### src/rtl/servo_timing_pkg.sv
// Timing constants shared by every motor channel and the power modulator.
package servo_timing_pkg;

    // Counter and frame-index widths.
    localparam int unsigned CNT_W   = 21;
    localparam int unsigned STATE_W = 5;

    // Default timing for a 100 MHz system clock.
    localparam int unsigned SERVO_CLK_RATE      = 100_000_000;
    localparam int unsigned SERVO_PERIOD_CLKS   = 2_000_000;  // 20 ms frame
    localparam int unsigned SERVO_FRAMES        = 24;
    localparam int unsigned SERVO_MIN_PULSE     = 100_000;    // 1 ms, full forward
    localparam int unsigned SERVO_MAX_PULSE     = 200_000;    // 2 ms, full reverse
    localparam int unsigned SERVO_NEUTRAL_PULSE = 150_000;    // 1.5 ms, idle

    typedef logic [CNT_W-1:0]   cnt_t;
    typedef logic [STATE_W-1:0] frame_idx_t;

endpackage

### src/rtl/servo_pulse_clamp.sv
// Limits a requested pulse width to the legal servo range and reports
// whether the request had to be limited.
module servo_pulse_clamp
    import servo_timing_pkg::*;
#(
    parameter int unsigned MIN_PULSE = SERVO_MIN_PULSE,
    parameter int unsigned MAX_PULSE = SERVO_MAX_PULSE
) (
    input  logic [CNT_W-1:0] pulse,
    output logic [CNT_W-1:0] eff,
    output logic             clamped
);

    localparam cnt_t LO = cnt_t'(MIN_PULSE);
    localparam cnt_t HI = cnt_t'(MAX_PULSE);

    function automatic cnt_t saturate(input cnt_t p);
        if (p < LO) begin
            return LO;
        end else if (p > HI) begin
            return HI;
        end else begin
            return p;
        end
    endfunction

    assign eff     = saturate(pulse);
    assign clamped = (pulse < LO) || (pulse > HI);

endmodule

### src/rtl/servo_frame_pwm.sv
// Servo/ESC output stage: one pulse per frame, width latched at the frame
// boundary, plus the frame index that steers the upstream modulator.
module servo_frame_pwm
    import servo_timing_pkg::*;
#(
    parameter int unsigned CLK_RATE      = SERVO_CLK_RATE,
    parameter int unsigned PERIOD_CLKS   = SERVO_PERIOD_CLKS,
    parameter int unsigned FRAMES        = SERVO_FRAMES,
    parameter int unsigned MIN_PULSE     = SERVO_MIN_PULSE,
    parameter int unsigned MAX_PULSE     = SERVO_MAX_PULSE,
    parameter int unsigned NEUTRAL_PULSE = SERVO_NEUTRAL_PULSE
) (
    input  logic               CLK,
    input  logic               RST,
    input  logic               Enable,
    input  logic [CNT_W-1:0]   Pulse,
    output logic [STATE_W-1:0] State,
    output logic               PwmOut,
    output logic               FrameStart,
    output logic [CNT_W-1:0]   Width,
    output logic               ClampFlag
);

    // The pulse must end before the frame index advances, and the counter
    // must hold a full frame.
    if (CLK_RATE == 0 || PERIOD_CLKS > (1 << CNT_W) || PERIOD_CLKS < 2 ||
        MAX_PULSE >= PERIOD_CLKS / 2 || MIN_PULSE > MAX_PULSE ||
        FRAMES == 0 || FRAMES > (1 << STATE_W)) begin : g_cfg_err
        $error("servo_frame_pwm: inconsistent timing parameters");
    end

    localparam cnt_t       LAST_CNT   = cnt_t'(PERIOD_CLKS - 1);
    localparam cnt_t       HALF_CNT   = cnt_t'(PERIOD_CLKS / 2);
    localparam cnt_t       NEUTRAL    = cnt_t'(NEUTRAL_PULSE);
    localparam frame_idx_t LAST_STATE = frame_idx_t'(FRAMES - 1);

    cnt_t cnt;
    cnt_t eff;
    cnt_t w;
    logic oor;
    logic at_start;
    logic at_half;

    servo_pulse_clamp #(
        .MIN_PULSE (MIN_PULSE),
        .MAX_PULSE (MAX_PULSE)
    ) u_clamp (
        .pulse   (Pulse),
        .eff     (eff),
        .clamped (oor)
    );

    // At the frame boundary the freshly clamped request takes effect at once.
    always_comb begin
        at_start = (cnt == '0);
        at_half  = (cnt == HALF_CNT);
        w        = at_start ? eff : Width;
    end

    // Frame counter, waveform, boundary strobe and frame index.
    always_ff @(posedge CLK) begin
        if (RST) begin
            cnt        <= '0;
            State      <= '0;
            PwmOut     <= 1'b0;
            FrameStart <= 1'b0;
            Width      <= NEUTRAL;
            ClampFlag  <= 1'b0;
        end else if (!Enable) begin
            cnt        <= '0;
            PwmOut     <= 1'b0;
            FrameStart <= 1'b0;
        end else begin
            cnt        <= (cnt == LAST_CNT) ? '0 : cnt + cnt_t'(1);
            PwmOut     <= (cnt < w);
            FrameStart <= at_start;
            if (at_start) begin
                Width     <= eff;
                ClampFlag <= oor;
            end
            if (at_half) begin
                State <= (State == LAST_STATE) ? '0 : State + frame_idx_t'(1);
            end
        end
    end

endmodule

### config.mk
export PLATFORM = sky130hd
export DESIGN_NAME = servo_frame_pwm
export DESIGN_NICKNAME = d
export VERILOG_FILES = /design/src/rtl/servo_timing_pkg.sv /design/src/rtl/servo_pulse_clamp.sv /design/src/rtl/servo_frame_pwm.sv
export SDC_FILE = /design/constraint.sdc
export NUM_CORES = 1
export LEC_CHECK = 0
export CELL_PAD_IN_SITES_DETAIL_PLACEMENT = 0
export CELL_PAD_IN_SITES_GLOBAL_PLACEMENT = 1
export CORE_MARGIN = 10
export CORE_UTILIZATION = 42
export DETAILED_ROUTE_END_ITERATION = 6
export GPL_TIMING_DRIVEN = 0
export PLACE_DENSITY = 0.92
export SETUP_SLACK_MARGIN = 0.3
export SLEW_MARGIN = 20
export SYNTH_ARGS = -nofsm -noshare
export SYNTH_HDL_FRONTEND = slang
export SYNTH_SLANG_ARGS = --single-unit
### constraint.sdc
create_clock -name CLK -period 4.6 [get_ports CLK]
set_clock_uncertainty 0.05 [all_clocks]
set_input_delay 0.92 -clock CLK [delete_from_list [all_inputs] [get_ports CLK]]
set_output_delay 0.92 -clock CLK [all_outputs]
set_load 0.02 [all_outputs]
# Word level (Yosys, flattened, before mapping)
# Cells that the tools add are included.
word_totals:
  reg_bits: 50
  out_inout_bits: 29
op_classes:
  add_sub_neg: 2
  n_lt_le_gt_ge: 3
  eq_ne: 3
  muxes: 4
  bitwise_logic: 1
  n_reduce_logical: 6
op_table:
  columns: ["op", "n"]
  rows:
  - ["$mux W21", 3]
  - ["$add A21 B1 Y21 const B", 1]
  - ["$eq A21 B20 Y1 const B", 1]
  - ["$eq A21 B21 Y1 const B", 1]
  - ["$gt A21 B18 Y1 const B", 1]
  - ["$logic_not A21 Y1", 1]
  - ["$lt A21 B17 Y1 const B", 1]
  - ["$lt A21 B21 Y1", 1]
  - ["$add A5 B1 Y5 const B", 1]
  - ["$eq A5 B5 Y1 const B", 1]
  - ["$mux W5", 1]
  - ["$reduce_and A2 Y1", 2]
  - ["$reduce_or A3 Y1", 1]
  - ["$reduce_or A2 Y1", 1]
  - ["$logic_or A1 B1 Y1", 1]
  - ["$not A1 Y1", 1]

# Logic depth before layout (Yosys ltp)
logic_depth:
  ltp_word: 5
  mapped_depth: 14

# By module
# A second synthesis with hierarchy kept.
hier_totals:
  cells_unflattened: 363
  hier_area_um2: 3158.0
by_module_without_submodules:
  columns: ["mod", "instances", "cells_per_inst", "area_per_inst_um2", "seq_area_each_um2"]
  rows:
  - ["servo_frame_pwm", 1, 306, 2702.6, 1001.0]
  - ["servo_pulse_clamp", 1, 57, 455.4, 0.0]

# Worst setup path before layout
# Ideal clock, no wire load.
synth_path:
  path_kind: "input port to flip-flop"
  start: "in Pulse[13]"
  end: "reg PwmOut"
  setup_ps: 86
  arrival_ps: 3090
  setup_slack_ps: 1375
  stages: 12
  path_buffers: 1
  path_cell_list: "nor4_1 > o21ai_0 > a31o_2 > and3_1 > clkbuf_1 > a22oi_1 > ha_1 > a21oi_1 > nand2_1 > a221o_1 > a21o_1 > a211oi_1"
synth_via:
  elab_chain_len: 5
synth_lines:
  columns: ["item", "line_no", "rtl"]
  rows:
  - ["start: declaration", "servo_frame_pwm.sv:16", "input logic [CNT_W-1:0] Pulse,"]
  - ["$gt A21 B18 Y1", "servo_pulse_clamp.sv:20", "end else if (p > HI) begin"]
  - ["$mux W21", "servo_pulse_clamp.sv:20", null]
  - ["$mux W21 (*)", "servo_pulse_clamp.sv:18", "if (p < LO) begin"]
  - ["$mux W21 (*)", null, null]
  - ["$lt A21 B21 Y1 (*)", "servo_frame_pwm.sv:75", "PwmOut <= (cnt < w);"]
  - ["end signal: assignment", "servo_frame_pwm.sv:75", null]
  - ["end: declaration", "servo_frame_pwm.sv:18", "output logic PwmOut,"]
# Mark *: on every way between the ends. The rest lies on a longest branch, timed or not.
# A chain may end at the register's enable or synchronous reset.

# Worst setup path in the final report
layout_path:
  start: "in Pulse[10]"
  end: "reg PwmOut"
# The elaborated chain is that of the path after synthesis.

==> metrics.csv <==
stage,metric,value,unit
status,status,"finished, final reports clean",
yosys,synthTopCellsByArea,"dfxtp_1 35%, ha_1 10%, nor2_1 4.7%, xor2_1 4.7%, a21oi_1 4.3%",
clocking,cts_tree,yes,
drt,first_iter_violations,227,
global_routing,grt_busiest_layer,met2,
clocking,cts_hold_buf,0,
yosys,syn_area_per_cell,8.535,um2
floorplan,io_pins,53,
pwr,cell_internal_pwr,0.0006786,W
global_routing,grt_util_met1,19.94,%
yosys,ys.warnings.count,0,
clocking,insertion_delay,0.30,ns
timing,slew_violations,0,
floorplan,dieArea,10410,um2
timing,finalSetupViolations,0,
yosys,async_flop_share,0,%
floorplan,fp.dieW,102.0,um
pwr,cellLeakagePower,1.374,nW
clocking,clock-sinks,50,
timing,tns,0,ns
pwr,p_seq_share,49.7,%
clocking,clock_path_buffers,2,
place,dpl-instance-area,3442,um2
clocking,numCtsBuffers,5,
drt,first_pass_iters,4,
hold_path,min_path_type,register to register,
yosys,yosysTopAreaCell,dfxtp_1,
timing,slew_headroom,49.71,%
timing,worst_pin_slew,0.7475,ns
cells_and_area,fin_cells,468,
place,place.gp.congestion,0.8804,
yosys,synth-edff-count,0,
worst_setup_path,cp_max_fo,7,
worst_setup_path,critPathLaunchType,input port,
yosys,synth-seq-area-share,35.43,%
timing,rsz0062_at_grt,false,
drt,vias,2708,
floorplan,fp.dieH,102.0,um
place,dp_hpwl,6376,um
place,placedCellCount,460,
timing,final_hold_viol_count,0,
yosys,synthTopCellsByCount,"50 x dfxtp_1, 35 x nor2_1, 28 x nand2_1",
cells_and_area,nFillCells,629,
yosys,synth_area,2825,um2
cells_and_area,nets,437,
worst_setup_path,crit_type,input port to register,
floorplan,core,6459,um2
timing,period_share,86.21,%
yosys,syn-instance-count,331,
timing,min_period,3.965,ns
yosys,syn_nets,378,
worst_setup_path,cp-end-kind,register,
yosys,ys_seq_elements,50,
cells_and_area,antenna_cells,0,
global_routing,met2_usage,25.38,%
yosys,synth.distinct_cells,51,
yosys,yosys_most_used_dff,dfxtp_1,
drt,drtAntennaViolNets,0,
cells_and_area,area_growth,25.78,%
cells_and_area,multi_input_area,1748,um2
yosys,post-synth-top-count-cell,dfxtp_1,
run,cap_violations,0,
place,io_buffers,52,
timing,fmax,0.2522,GHz
pwr,peakVddDrop,0.0001311,V
yosys,synth_top_area_share,35.43,%
cells_and_area,fin_area,3553,um2
cells_and_area,drive_above_1_share,4.859,%
global_routing,first_global_vias,2693,
floorplan,rows,29,
global_routing,overflow,0,
floorplan,initial_utilization,43.74,%
pwr,power.share.combinational,17.3,%
drt,finalWirelength,8041,um
drt,routedWlPerCell,17.18,um
cells_and_area,register_area,1001,um2
pwr,p_clk_share,33.1,%
global_routing,grt_usage,15.65,%
drt,viasPerCell,5.786,
clocking,htreeDepth,2,
global_routing,grt_pass1_wl,13190,um
clocking,clk_pin_slew,0.08,ns
global_routing,globalRouteMet3Util,4.656,%
pwr,power.density,257.7,nW/um2
cells_and_area,final_core_util,55.02,%
worst_setup_path,required,4.74,ns
global_routing,grt_start_max_net_pins,15,
global_routing,antenna_found_initial,0,
clocking,cts-root-buf,clkbuf_8,
timing,hold_slack,0.4547,ns
drt,drc,0,
worst_setup_path,arrival,4.11,ns
pwr,switchingPower,0.0002371,W
pwr,power_switching_share,25.89,%
[power groups by stage]
stage | clock network [W] | logic, W | registers, W
global placement | 0 | 0.000154 | 0.000465
global route | 0.000328 | 0.000173 | 0.000457
floorplan | 0 | 0.0000691 | 0.000477
CTS | 0.000311 | 0.000158 | 0.000455
detailed placement | 0 | 0.000157 | 0.000465
finish | 0.000303 | 0.000158 | 0.000455
[kinds of logic (layout without fill, tap and decap cells)]
logic type / after synthesis / count (layout) / synth area share (%)
flops: 50 / 50 / 35.43
compound gates: 79 / 79 / 18.91
buf+inv: 21 / 81 / 2.834
fa+ha+maj: 23 / 23 / 10.19
simple gates: 135 / 135 / 25.29
mux: 3 / 3 / 1.151
xor+xnor: 20 / 20 / 6.200
[critical path, cell delays in order]
cell and delay, ns:
clkdlybuf4s50_1 0.59, nor4bb_1 0.32, nand3_1 0.14, a21oi_2 0.24, and3_1 0.18, clkbuf_1 0.29, a22oi_1 0.13, ha_1 0.33
a21oi_1 0.14, nand2_1 0.07, a221o_1 0.34, a21o_1 0.17, a211oi_1 0.25
[repair_timing]
action / 4_1_cts / 5_1_grt
setup buffers: 0 / 0
setup endpoints to repair: 0 / 1
resized for setup: 0 / 3
[placed cells by master (no fill, tap or decap), drive strengths merged, types with 9 or more instances in the layout]
master | netlist | layout
a21oi | 24 | 24
a22oi | 11 | 11
and3 | 9 | 9
clkbuf | 8 | 15
clkdlybuf4s50 | 0 | 52
dfxtp | 50 | 50
ha | 23 | 23
inv | 11 | 11
nand2 | 28 | 28
nand3 | 14 | 14
nand4 | 13 | 13
nor2 | 35 | 35
nor4 | 9 | 9
o21ai | 10 | 10
xor2 | 15 | 15
[state kept, by name, summed over array words and instances, names as in the netlist]
signal	cells
State	5
cnt	21
Width	21
PwmOut	1
ClampFlag	1
FrameStart	1
[through the flow]
| stage | power (W) | setup WS, ns |
|---|---|---|
| after floorplan | 0.0005461 | 1.375 |
| after global placement | 0.0006192 | 0.3744 |
| after detailed placement | 0.0006220 | 0.2899 |
| after CTS | 0.0009247 | 0.6172 |
| after global routing | 0.0009574 | 0.3531 |
| final | 0.0009156 | 0.6346 |
[path summary, 6_finish.rpt]
| path | start | slack, ns | depth (start not counted) | to |
|---|---|---|---|---|
| worst max-delay path | Pulse[10] | 0.63 | 13 | PwmOut |
| worst min-delay path | Width[7] | 0.45 | 2 | Width[7] |
| worst max register to register | cnt[6] | 0.88 | 11 | PwmOut |
| worst min register to register | Width[7] | 0.45 | 2 | Width[7] |
[layer usage]
layer	vias up	routed length, um
li1	1343	-
met1	1280	3701
met2	80	3684
met3	5	604
met4	0	51
met5	-	0
[cell type report]
type,instances,share of cell area [%]
plain buffers,10,1.127
clock buffers,7,2.148
clock inverters,1,0.8451
inverters,11,1.162
multi-input cells,260,49.19
flip-flops and latches,50,28.17
well taps,77,2.711
repair buffers,52,14.65
Power figures use the tool's default switching activity.
